==> src/rtl/brush_stroke_painter.sv <==
// Paints a clipped square brush of white pixels per accepted touch, or a black full-canvas
// clear, into graphic_manager at one pixel write every two cycles.
module brush_stroke_painter #(
    parameter int BRUSH_RADIUS = 1,
    parameter int COL_NUM      = 320,
    parameter int ROW_NUM      = 240
) (
    input  logic       clk,
    input  logic       reset_n,
    input  logic       en,
    input  logic       gm_initialized,
    input  logic       touch_valid,
    input  logic [8:0] touch_x,
    input  logic [7:0] touch_y,
    output logic       touch_ready,
    input  logic       clear_req,
    output logic       busy,
    output logic       bw_pixel_color,
    output logic [8:0] pixel_col,
    output logic [7:0] pixel_row,
    output logic       write_pixel
);

    localparam int unsigned COL_W = 9;
    localparam int unsigned ROW_W = 8;

    typedef enum logic [2:0] {
        WAIT_INIT,
        IDLE,
        SETUP,
        WR,
        GAP
    } state_t;

    typedef enum logic {
        MODE_BRUSH,
        MODE_CLEAR
    } mode_t;

    state_t             state_q, state_d;
    mode_t              mode_q, mode_d;
    logic               pending_q, pending_d;
    logic [COL_W-1:0]   x_q, x_d;
    logic [ROW_W-1:0]   y_q, y_d;
    logic [COL_W-1:0]   c0_q, c0_d;
    logic [COL_W-1:0]   c1_q, c1_d;
    logic [ROW_W-1:0]   r1_q, r1_d;
    logic [COL_W-1:0]   col_q, col_d;
    logic [ROW_W-1:0]   row_q, row_d;
    logic               color_q, color_d;

    int                 x_lo, x_hi, y_lo, y_hi;
    logic [COL_W-1:0]   brush_c0, brush_c1;
    logic [ROW_W-1:0]   brush_r0, brush_r1;
    logic               touch_in_range;
    logic               clear_now;

    // Brush bounds clipped to the screen; widened signed math avoids wrap at the edges
    always_comb begin
        x_lo     = int'(x_q) - BRUSH_RADIUS;
        x_hi     = int'(x_q) + BRUSH_RADIUS;
        y_lo     = int'(y_q) - BRUSH_RADIUS;
        y_hi     = int'(y_q) + BRUSH_RADIUS;
        brush_c0 = (x_lo < 0) ? '0 : COL_W'(x_lo);
        brush_c1 = (x_hi > COL_NUM - 1) ? COL_W'(COL_NUM - 1) : COL_W'(x_hi);
        brush_r0 = (y_lo < 0) ? '0 : ROW_W'(y_lo);
        brush_r1 = (y_hi > ROW_NUM - 1) ? ROW_W'(ROW_NUM - 1) : ROW_W'(y_hi);
    end

    assign touch_in_range = (int'(touch_x) < COL_NUM) && (int'(touch_y) < ROW_NUM);
    assign clear_now      = clear_req || pending_q;

    assign touch_ready    = (state_q == IDLE) && !clear_now;
    assign busy           = (state_q != IDLE);
    // Strobe is gated by en so no write lands while graphic_manager is disabled
    assign write_pixel    = (state_q == WR) && en;

    assign pixel_col      = col_q;
    assign pixel_row      = row_q;
    assign bw_pixel_color = color_q;

    // Next-state and datapath updates
    always_comb begin
        state_d   = state_q;
        mode_d    = mode_q;
        pending_d = pending_q;
        x_d       = x_q;
        y_d       = y_q;
        c0_d      = c0_q;
        c1_d      = c1_q;
        r1_d      = r1_q;
        col_d     = col_q;
        row_d     = row_q;
        color_d   = color_q;

        if (clear_req && (state_q != IDLE)) begin
            pending_d = 1'b1;
        end

        case (state_q)
            WAIT_INIT: begin
                if (gm_initialized) begin
                    state_d = IDLE;
                end
            end
            IDLE: begin
                if (clear_now) begin
                    state_d   = SETUP;
                    mode_d    = MODE_CLEAR;
                    pending_d = 1'b0;
                end else if (touch_valid && touch_in_range) begin
                    state_d = SETUP;
                    mode_d  = MODE_BRUSH;
                    x_d     = touch_x;
                    y_d     = touch_y;
                end
            end
            SETUP: begin
                state_d = WR;
                if (mode_q == MODE_BRUSH) begin
                    c0_d    = brush_c0;
                    c1_d    = brush_c1;
                    r1_d    = brush_r1;
                    col_d   = brush_c0;
                    row_d   = brush_r0;
                    color_d = 1'b1;
                end else begin
                    c0_d    = '0;
                    c1_d    = COL_W'(COL_NUM - 1);
                    r1_d    = ROW_W'(ROW_NUM - 1);
                    col_d   = '0;
                    row_d   = '0;
                    color_d = 1'b0;
                end
            end
            WR: begin
                if (en) begin
                    state_d = GAP;
                end
            end
            GAP: begin
                // Row-major walk over the bounding box
                if (col_q < c1_q) begin
                    col_d   = col_q + COL_W'(1);
                    state_d = WR;
                end else if (row_q < r1_q) begin
                    col_d   = c0_q;
                    row_d   = row_q + ROW_W'(1);
                    state_d = WR;
                end else begin
                    state_d = IDLE;
                end
            end
            default: begin
                state_d = WAIT_INIT;
            end
        endcase
    end

    always_ff @(posedge clk or negedge reset_n) begin
        if (!reset_n) begin
            state_q   <= WAIT_INIT;
            mode_q    <= MODE_BRUSH;
            pending_q <= 1'b0;
            x_q       <= '0;
            y_q       <= '0;
            c0_q      <= '0;
            c1_q      <= '0;
            r1_q      <= '0;
            col_q     <= '0;
            row_q     <= '0;
            color_q   <= 1'b0;
        end else begin
            state_q   <= state_d;
            mode_q    <= mode_d;
            pending_q <= pending_d;
            x_q       <= x_d;
            y_q       <= y_d;
            c0_q      <= c0_d;
            c1_q      <= c1_d;
            r1_q      <= r1_d;
            col_q     <= col_d;
            row_q     <= row_d;
            color_q   <= color_d;
        end
    end

endmodule

==> config.mk <==
export PLATFORM = sky130hd
export DESIGN_NAME = brush_stroke_painter
export DESIGN_NICKNAME = d
export VERILOG_FILES = /design/src/rtl/brush_stroke_painter.sv
export SDC_FILE = /design/constraint.sdc
export NUM_CORES = 1
export LEC_CHECK = 0
export CORE_MARGIN = 8
export CORE_UTILIZATION = 50
export CTS_BUF_LIST = sky130_fd_sc_hd__clkbuf_8
export DETAILED_ROUTE_END_ITERATION = 12
export GPL_TIMING_DRIVEN = 1
export PLACE_DENSITY = 0.72
export SLEW_MARGIN = 40
export SYNTH_ARGS = -nofsm -noshare
export SYNTH_HDL_FRONTEND = slang
export SYNTH_SLANG_ARGS = --single-unit
==> constraint.sdc <==
create_clock -name clk -period 2.8 [get_ports clk]
set_clock_uncertainty 0.05 [all_clocks]
set_input_delay 0.56 -clock clk [delete_from_list [all_inputs] [get_ports clk]]
set_output_delay 0.56 -clock clk [all_outputs]
set_load 0.05 [all_outputs]
Word level (Yosys, flattened, before mapping)
Index checks and enable logic that the tools add are counted.
- flip-flop bits (word level): 66
- input bits: 23
- output and inout bits: 21
- word-level logic and storage cells: 79
- add/subtract/negate cells: 6
- $lt $le $gt $ge: 8
- equality and inequality tests: 11
- muxes and demuxes: 27
- bitwise operators: 1
- reductions and logical operators: 15
- operators with widths (kind ; count):
    two-way mux 9 bit ; 6
    two-way mux 8 bit ; 6
    one-hot mux 9 bit (2 select lines) ; 1
    one-hot mux 8 bit (2 select lines) ; 1
    one-hot mux 3 bit (5 select lines) ; 1
    two-way mux 3 bit ; 4
    adder 9 x 1 -> 10 bit, second input constant ; 1
    > comparator 10 x 9 -> 1 bit, second input constant ; 1
    < comparator 10 x 1 -> 1 bit, second input constant ; 1
    subtractor 9 x 1 -> 10 bit, second input constant ; 1
    adder 8 x 1 -> 9 bit, second input constant ; 1
    adder 9 x 1 -> 9 bit, second input constant ; 1
    > comparator 9 x 8 -> 1 bit, second input constant ; 1
    < comparator 9 x 1 -> 1 bit, second input constant ; 1
    < comparator 9 bit ; 1
    < comparator 9 bit, second input constant ; 1
    AND reduction 3 bit ; 3
    subtractor 8 x 1 -> 9 bit, second input constant ; 1
    adder 8 x 1 -> 8 bit, second input constant ; 1
    < comparator 8 bit ; 1
    < comparator 8 bit, second input constant ; 1
    inequality test 2 bit, second input constant ; 4
    equality test 3 x 2 -> 1 bit, second input constant ; 2
    two-way mux 1 bit ; 6
    other kinds (13) ; 20

Longest topological paths before layout
- depth after elaboration: 6
- gate-level depth with buffers: 10
- mapped depth without buffers: 8

Worst setup path before layout
Ideal clock, no wire load.
- path kind: register to register
- start: register state_q[2]
- end: register state_q[0]
- library setup time: 125 ps
- arrival: 2828 ps
- required time: 2625 ps
- setup slack: -203 ps
- stages on the path, launching flop included: 6
- buffers on the path: 0
- clock period less this slack: 3003 ps
- cell sequence: dfrtp_1 nand2b_1 nand2b_1 nor3_1 a21oi_1 mux2_2
- cells in the longest elaborated chain, start to end: 3
- elaborated cells on any way between the ends: 10
- those cells by class: eq/ne: 7; mux: 1; reduce/logical: 2
- RTL lines (what ; line ; RTL):
    start: declaration ; 40 ; state_t state_q, state_d;
    start signal: assignment ; 174 ; state_q <= state_d;
    equality test 3 x 1 -> 1 bit (tied with other cells) ; 100 ; case (state_q)
    inequality test 3 x 2 -> 1 bit (no line) / inequality test 2 bit (equally long branches) ; - ;
    AND reduction 3 bit (no line) ; - ;
Parallel ways exist; a longest one is shown, timed or not.
A chain may end at the register's enable or synchronous reset.

Worst setup path in the final report
- start: register row_q[5] (netlist: pixel_row[5])
- end: register col_q[5] (netlist: pixel_col[5])
- cells in the longest elaborated chain, start to end: 3
- RTL lines (what ; line ; RTL):
    start: declaration ; 49 ; logic [ROW_W-1:0] row_q, row_d;
    start signal: assignment ; 183 ; row_q <= row_d;
    < comparator 8 bit ; 146 ; end else if (row_q < r1_q) begin
    inequality test 3 bit (no line) ; - ;
    AND reduction 2 bit (no line) ; - ;
    end signal: assignment ; 182 ; col_q <= col_d;
    end: declaration ; 48 ; logic [COL_W-1:0] col_q, col_d;
No other way between the ends.

==> results_dict.tcl <==
set metrics [dict create \
    max-vdd-ir-drop_v 0.000577 \
    setup.worst_path.end "pixel_col[5]" \
    fin_crit_ns 2.61 \
    clock-sinks 66 \
    initial_utilization_pct 51.1 \
    remaining_drc_errors 0 \
    hold_viol_final 0 \
    finalSetupTns_ns 0 \
    critPathMaxStageDelay_ns 0.63 \
    ctsRootBufferMaster "clkbuf_8" \
    maxSlewViolCount 0 \
    core_sq_um 8130 \
    ys_async_sr_fraction_pct 100 \
    cp_max_fo 16 \
    cts_buffers 9 \
    cp_common_cell "a21o_1" \
    cp.buffers_inverters 0 \
    synth_edf_count 0 \
    firstDrtPassIters 5 \
    fin_area_sq_um 4930 \
    crit_chain "ha_1, a21o_1, a21o_1, a221oi_1, o31ai_4, o21bai_1, a2bb2oi_1" \
    chipHeight_microns 107 \
    die_x_microns 107 \
    yosysSeqAreaShare_pct 39.7 \
    slew_headroom_pct 54.3 \
    worstSetupPathType "register to register" \
    syn_to_final_growth_pct 18.6 \
    port_buffers 43 \
    cp-startpoint "pixel_row[5]" \
    ys.flop_type "dfrtp_1" \
    grt_setup_unrepaired "false" \
    worst_slew_pin_slew_ns 0.685 \
    io_pins 44 \
    via_per_inst 5.73 \
    vias 3495 \
    wire_per_inst_microns 16.7 \
    num_rows 33 \
    cts_tree "built" \
    p_total_w 0.00535 \
    critPathArrivalTime_ns 2.77 \
    diodes 0 \
    ant_nets 0 \
    max_cap_violations 0 \
    cp-start-kind "register" \
    cts_setup_buffers 0 \
    syn_area_per_cell_sq_um 9.12 \
    cp.required_ns 2.96 \
    p_leak_nw 2.14 \
    gp_congestion 0.893 \
    grt_max_degree 48 \
    endpoint_kind "register" \
    clk_pin_slew_worst_paths_ns 0.07 \
    place_area_sq_um 4760 \
    grt-ovfl-total 0 \
    clk_latency_ns 0.35 \
    synth_seq_cells 66 \
    die_area_sq_um 11500 \
    grt_first_pass_wirelength_microns 17200 \
    synthesis.area_sq_um 4160 \
    reg2reg_from "pixel_row[5]" \
    critPathTopFamily "compound AO/OA/AOI/OAI gates" \
    yosysUniqueCellTypes 63 \
    fin_nets 546 \
    hpwl_microns 7760 \
    cts_hold_buffers 0 \
    grt_usage_pct 18.6 \
    min_path_type "input pin to async pin" \
    drive_gt1_share_pct 12.3 \
    ys.warnings.count 0 \
    syn_nets 501 \
    ctsResizeCount 0 \
    powerDensity_nw_per_um2 1080 \
    htree_levels 3 \
    finalCritPeriodShare_pct 93.1 \
    routed_wl_microns 10200 \
    status "completed" \
    rrSetupSlack_ns 0.19 \
    crit_cells 7 \
    crit_slowest_cell "a221oi_1" \
    setup_viol 0 \
    grt_pass1_vias 3470 \
    antenna_found_initial 0 \
    synth_cells 456 \
    r2r_end "pixel_col[5]" \
    drtIter0Drc 181 \
    fmax_mhz 384 \
    worst-r2r-cell-count 7 \
    timing.hold.ws_ns 0.119 \
    clockBufferDepth 2 \
]
-- cells in the mapped netlist, types with 4 or more instances --
library cell  count  share of area (%)
dfrtp_1          66                 40
xor2_1            8                1.7
o32ai_1           4               0.84
o21ai_0          29                3.5
o31ai_1           8                1.4
nand2_1          50                4.5
a21oi_1          24                2.9
buf_2            11                1.3
nand4_1           8                1.2
o22ai_1           4               0.60
nor2_1           30                2.7
nor2b_1           5               0.75
nand2b_1          4               0.60
inv_1            30                2.7
nor3_1           13                1.6
mux2i_1           5                1.2
ha_1             22                6.6
mux2_2           14                3.8
clkbuf_1         14                1.3
nand3_1          14                1.7
a22oi_1          13                2.3
xnor2_1          16                3.4
-- state kept, by name (all words and copies together), names as in the netlist --
register	flops
c1_q	9
r1_q	8
pixel_row	8
mode_q	1
state_q	3
pixel_col	9
x_q	9
y_q	8
pending_q	1
bw_pixel_color	1
c0_q	9
-- through the flow --
stage / setup WS, ns / util (%) / instances
final: 0.193 / 60.6 / 610
after global routing: 0.0661 / 60.6 / 610
after CTS: 0.00354 / 60.6 / 610
after detailed placement: 0.254 / 58.5 / 595
after global placement: 0.233 / 58.4 / 595
after floorplan: 0.238 / - / 456
-- worst min path at each step --
stage                 start        endpoint  slack (ns)
global route        reset_n         c0_q[5]        0.15
floorplan           reset_n  bw_pixel_color        0.21
finish              reset_n         c0_q[5]        0.12
CTS                 reset_n         c0_q[5]        0.13
global placement    c0_q[2]         c0_q[2]        0.41
detailed placement  c0_q[2]         c0_q[2]        0.41
-- layout by cell type, fill, tap and decap left out, drive strengths merged, types with 5 or more instances in the layout --
cell type and count:
clkdlybuf4s50 39, nor4 5, nand3 14, xnor2 16, o21ai 30, inv 31
buf 21, clkbuf 11, nand2 50, nor2 32, a21oi 24, xor2 8
a22oi 13, mux2i 5, nand4 8, dfrtp 66, o31ai 10, nor3 14
ha 22, mux2 14, nor2b 5
-- logic make-up after synthesis --
family          synth area share, %
flops                          39.7
buf+inv                        5.74
xor+xnor                       5.05
fa+ha+maj                      6.62
simple gates                   18.9
compound gates                 19.0
mux                            4.99
-- metal layers --
| metal | up-vias | wire, microns | GRT usage, % |
|---|---|---|---|
| li1 | 1728 | - | - |
| met1 | 1660 | 4930 | 25.6 |
| met2 | 96 | 4590 | 27.6 |
| met3 | 11 | 531 | 4.02 |
| met4 | 0 | 148 | 7.64 |
| met5 | - | 0 | 0 |
-- worst register-to-register path, stage by stage, from the launching register on --
cell and delay (ns):
dfrtp_1 0.44, ha_1 0.34, a21o_1 0.20, a21o_1 0.19, a221oi_1 0.63, o31ai_4 0.25
o21bai_1 0.23, a2bb2oi_1 0.15
-- power by group --
| group | internal, W | switching, W |
|---|---|---|
| clock network | 0.000357 | 0.000367 |
| logic | 0.00112 | 0.00166 |
| registers | 0.00133 | 0.000509 |
| total | 0.00281 | 0.00254 |
-- area by class of cell --
| type | instances | area [sq um] |
|---|---|---|
| flip-flops and latches | 66 | 1650 |
| well taps | 105 | 131 |
| clock inverters | 4 | 18.8 |
| repair buffers | 61 | 583 |
| clock buffers | 11 | 151 |
| multi-input cells | 333 | 2280 |
| inverters | 30 | 113 |
| fillers | 702 | 3200 |
No activity file was read; power rests on OpenSTA's default activity.
==> edit: new RTL, same settings <==
Take the reset off `y_q` and load it in a clocked block of its own.
--- a/src/rtl/brush_stroke_painter.sv
+++ b/src/rtl/brush_stroke_painter.sv
@@ -164,5 +164,4 @@
             pending_q <= 1'b0;
             x_q       <= '0;
-            y_q       <= '0;
             c0_q      <= '0;
             c1_q      <= '0;
@@ -176,5 +175,4 @@
             pending_q <= pending_d;
             x_q       <= x_d;
-            y_q       <= y_d;
             c0_q      <= c0_d;
             c1_q      <= c1_d;
@@ -186,4 +184,8 @@
     end
 
+    always_ff @(posedge clk) begin
+        y_q <= y_d;
+    end
+
 endmodule
 
Behaviour: no difference found for any inputs over 10 cycles, from zero or initial values and one cycle with reset_n low; that may be too few to reach the edited logic, so the function may still have changed.
==> edit against the unedited design <==
Maximum frequency fell by 3.3%. Synthesized area fell by 1.5%. Die area fell by 1.3%. Setup slack got worse by 0.088 ns. Cell area fell by 1.9%. Routed wire length fell by 11%. Worst hold slack improved by 0.072 ns. Sequential cell count did not move. Power fell by 14%. Sequential share of layout area rose by 1.5 points. Utilization fell by 0.85 points. Highest routed layer unchanged.
==> edit: results (changes against the unedited design) <==
[worst_setup_path]
r2r-start=pixel_col[6]
crit_fanout=6  ; -10
startpoint=state_q[1]
reg2reg_slack_ns=0.15  ; -0.04 ns

[synth]
seq_area_frac_synth_pct=41.3  ; +1.6 points
synth_nets=476  ; -5.0%
ys_types=65  ; +3.2%
synth.area.top_cells=dfrtp_1, ha_1, edfxtp_1, o21ai_0, mux2_2
synthesis.instances=431  ; -5.5%
synthArstFlopShare_pct=87.9  ; -12 points

[route]
vias_per_cell=5.65  ; -1.4%
route.met3.wl_um=545  ; +2.6%
wl_per_cell_um=15.6  ; -6.6%
routedLengthMet1_mm=4.49  ; -8.9%
num_vias=3283  ; -6.1%
first_pass_iters=6  ; +1
wl_met2_mm=3.88  ; -15%

[power]
ir_worst_vdd_mv=0.541  ; -6.3%
switching_power_uw=2000  ; -21%

[cells_and_area]
fin_nets=516  ; -5.5%

[timing]
slew-limit-headroom_pct=52.0  ; -2.3 points
fin_crit_sh_pct=96.2  ; +3.1 points
fin_hold_ws_ns=0.191  ; +0.0715 ns

[run_status]
outcome=finished clean

[grt]
track_usage_pct=16.9  ; -1.7 points
grt_max_degree=32  ; -33%
use_met3_pct=3.99  ; -0.026 points
grtUsageMet1_pct=24.1  ; -1.5 points
grt_use_met2_pct=23.8  ; -3.8 points

[placement]
dp_hpwl_mm=6.86  ; -12%
dpl_worst_slack_ns=0.122  ; -0.132 ns
placed_area_um2=4610  ; -3.1%
dp.cells=565  ; -5.0%

## edit: cell count changes in the layout (fill, tap and decap cells not counted), sizes merged, moves of 4 or more
| cell | delta |
|---|---|
| dfrtp | -8 |
| o31ai | -4 |
| buf | -4 |
| nor3 | -4 |
| nand4 | -4 |
| inv | -5 |
| and3 | +6 |
| nand2 | -12 |
| nor2b | -4 |
| o21ai | +8 |
| edfxtp | +8 |
| a21oi | -9 |
## edit: final timing paths
kind / end / depth (start not counted)
min in group clk: c0_q[5] / 2
min reg2reg: c0_q[5] / 2
max reg2reg: pixel_col[5] / 8
max: busy / 3
min: state_q[0] / 1
max in group asynchronous: bw_pixel_color / 2
## edit: area by class of cell
class | count | area (um2)
clock inverter | 7 | 93.8
multi-input combinational | 311 | 2140
clock buffer | 9 | 124
fill | 707 | 3250
inverter | 26 | 97.6
timing repair buffer | 57 | 563
sequential | 66 | 1690
tap | 105 | 131
## edit: critical path: stages, from the launching register on
cell	delay (ns)
dfrtp_1	0.45
inv_1	0.15
nand3b_1	0.26
clkdlybuf4s50_1	0.87
## edit: logic make-up (layout without fill, tap and decap cells)
logic type	Yosys count	in the layout	share of synthesized area [%]
and+or+nand+nor	131	131	16.2
AOI/OAI and AO/OA	117	117	19.1
DFF	66	66	41.3
buffers and inverters	54	99	7.11
xor gates and xnor gates	26	26	5.56
adders and majority gates	22	22	6.72
muxes	15	15	4.06
## edit: power groups by stage
stage          logic, uW  clock network (uW)  registers, uW
6_report            2100                 890           1640
4_1_cts             2090                 914           1630
2_1_floorplan       1390                   0           1770
5_1_grt             2300                 957           1690
3_5_place_dp        2080                   0           1650
3_3_place_gp        2040                   0           1640
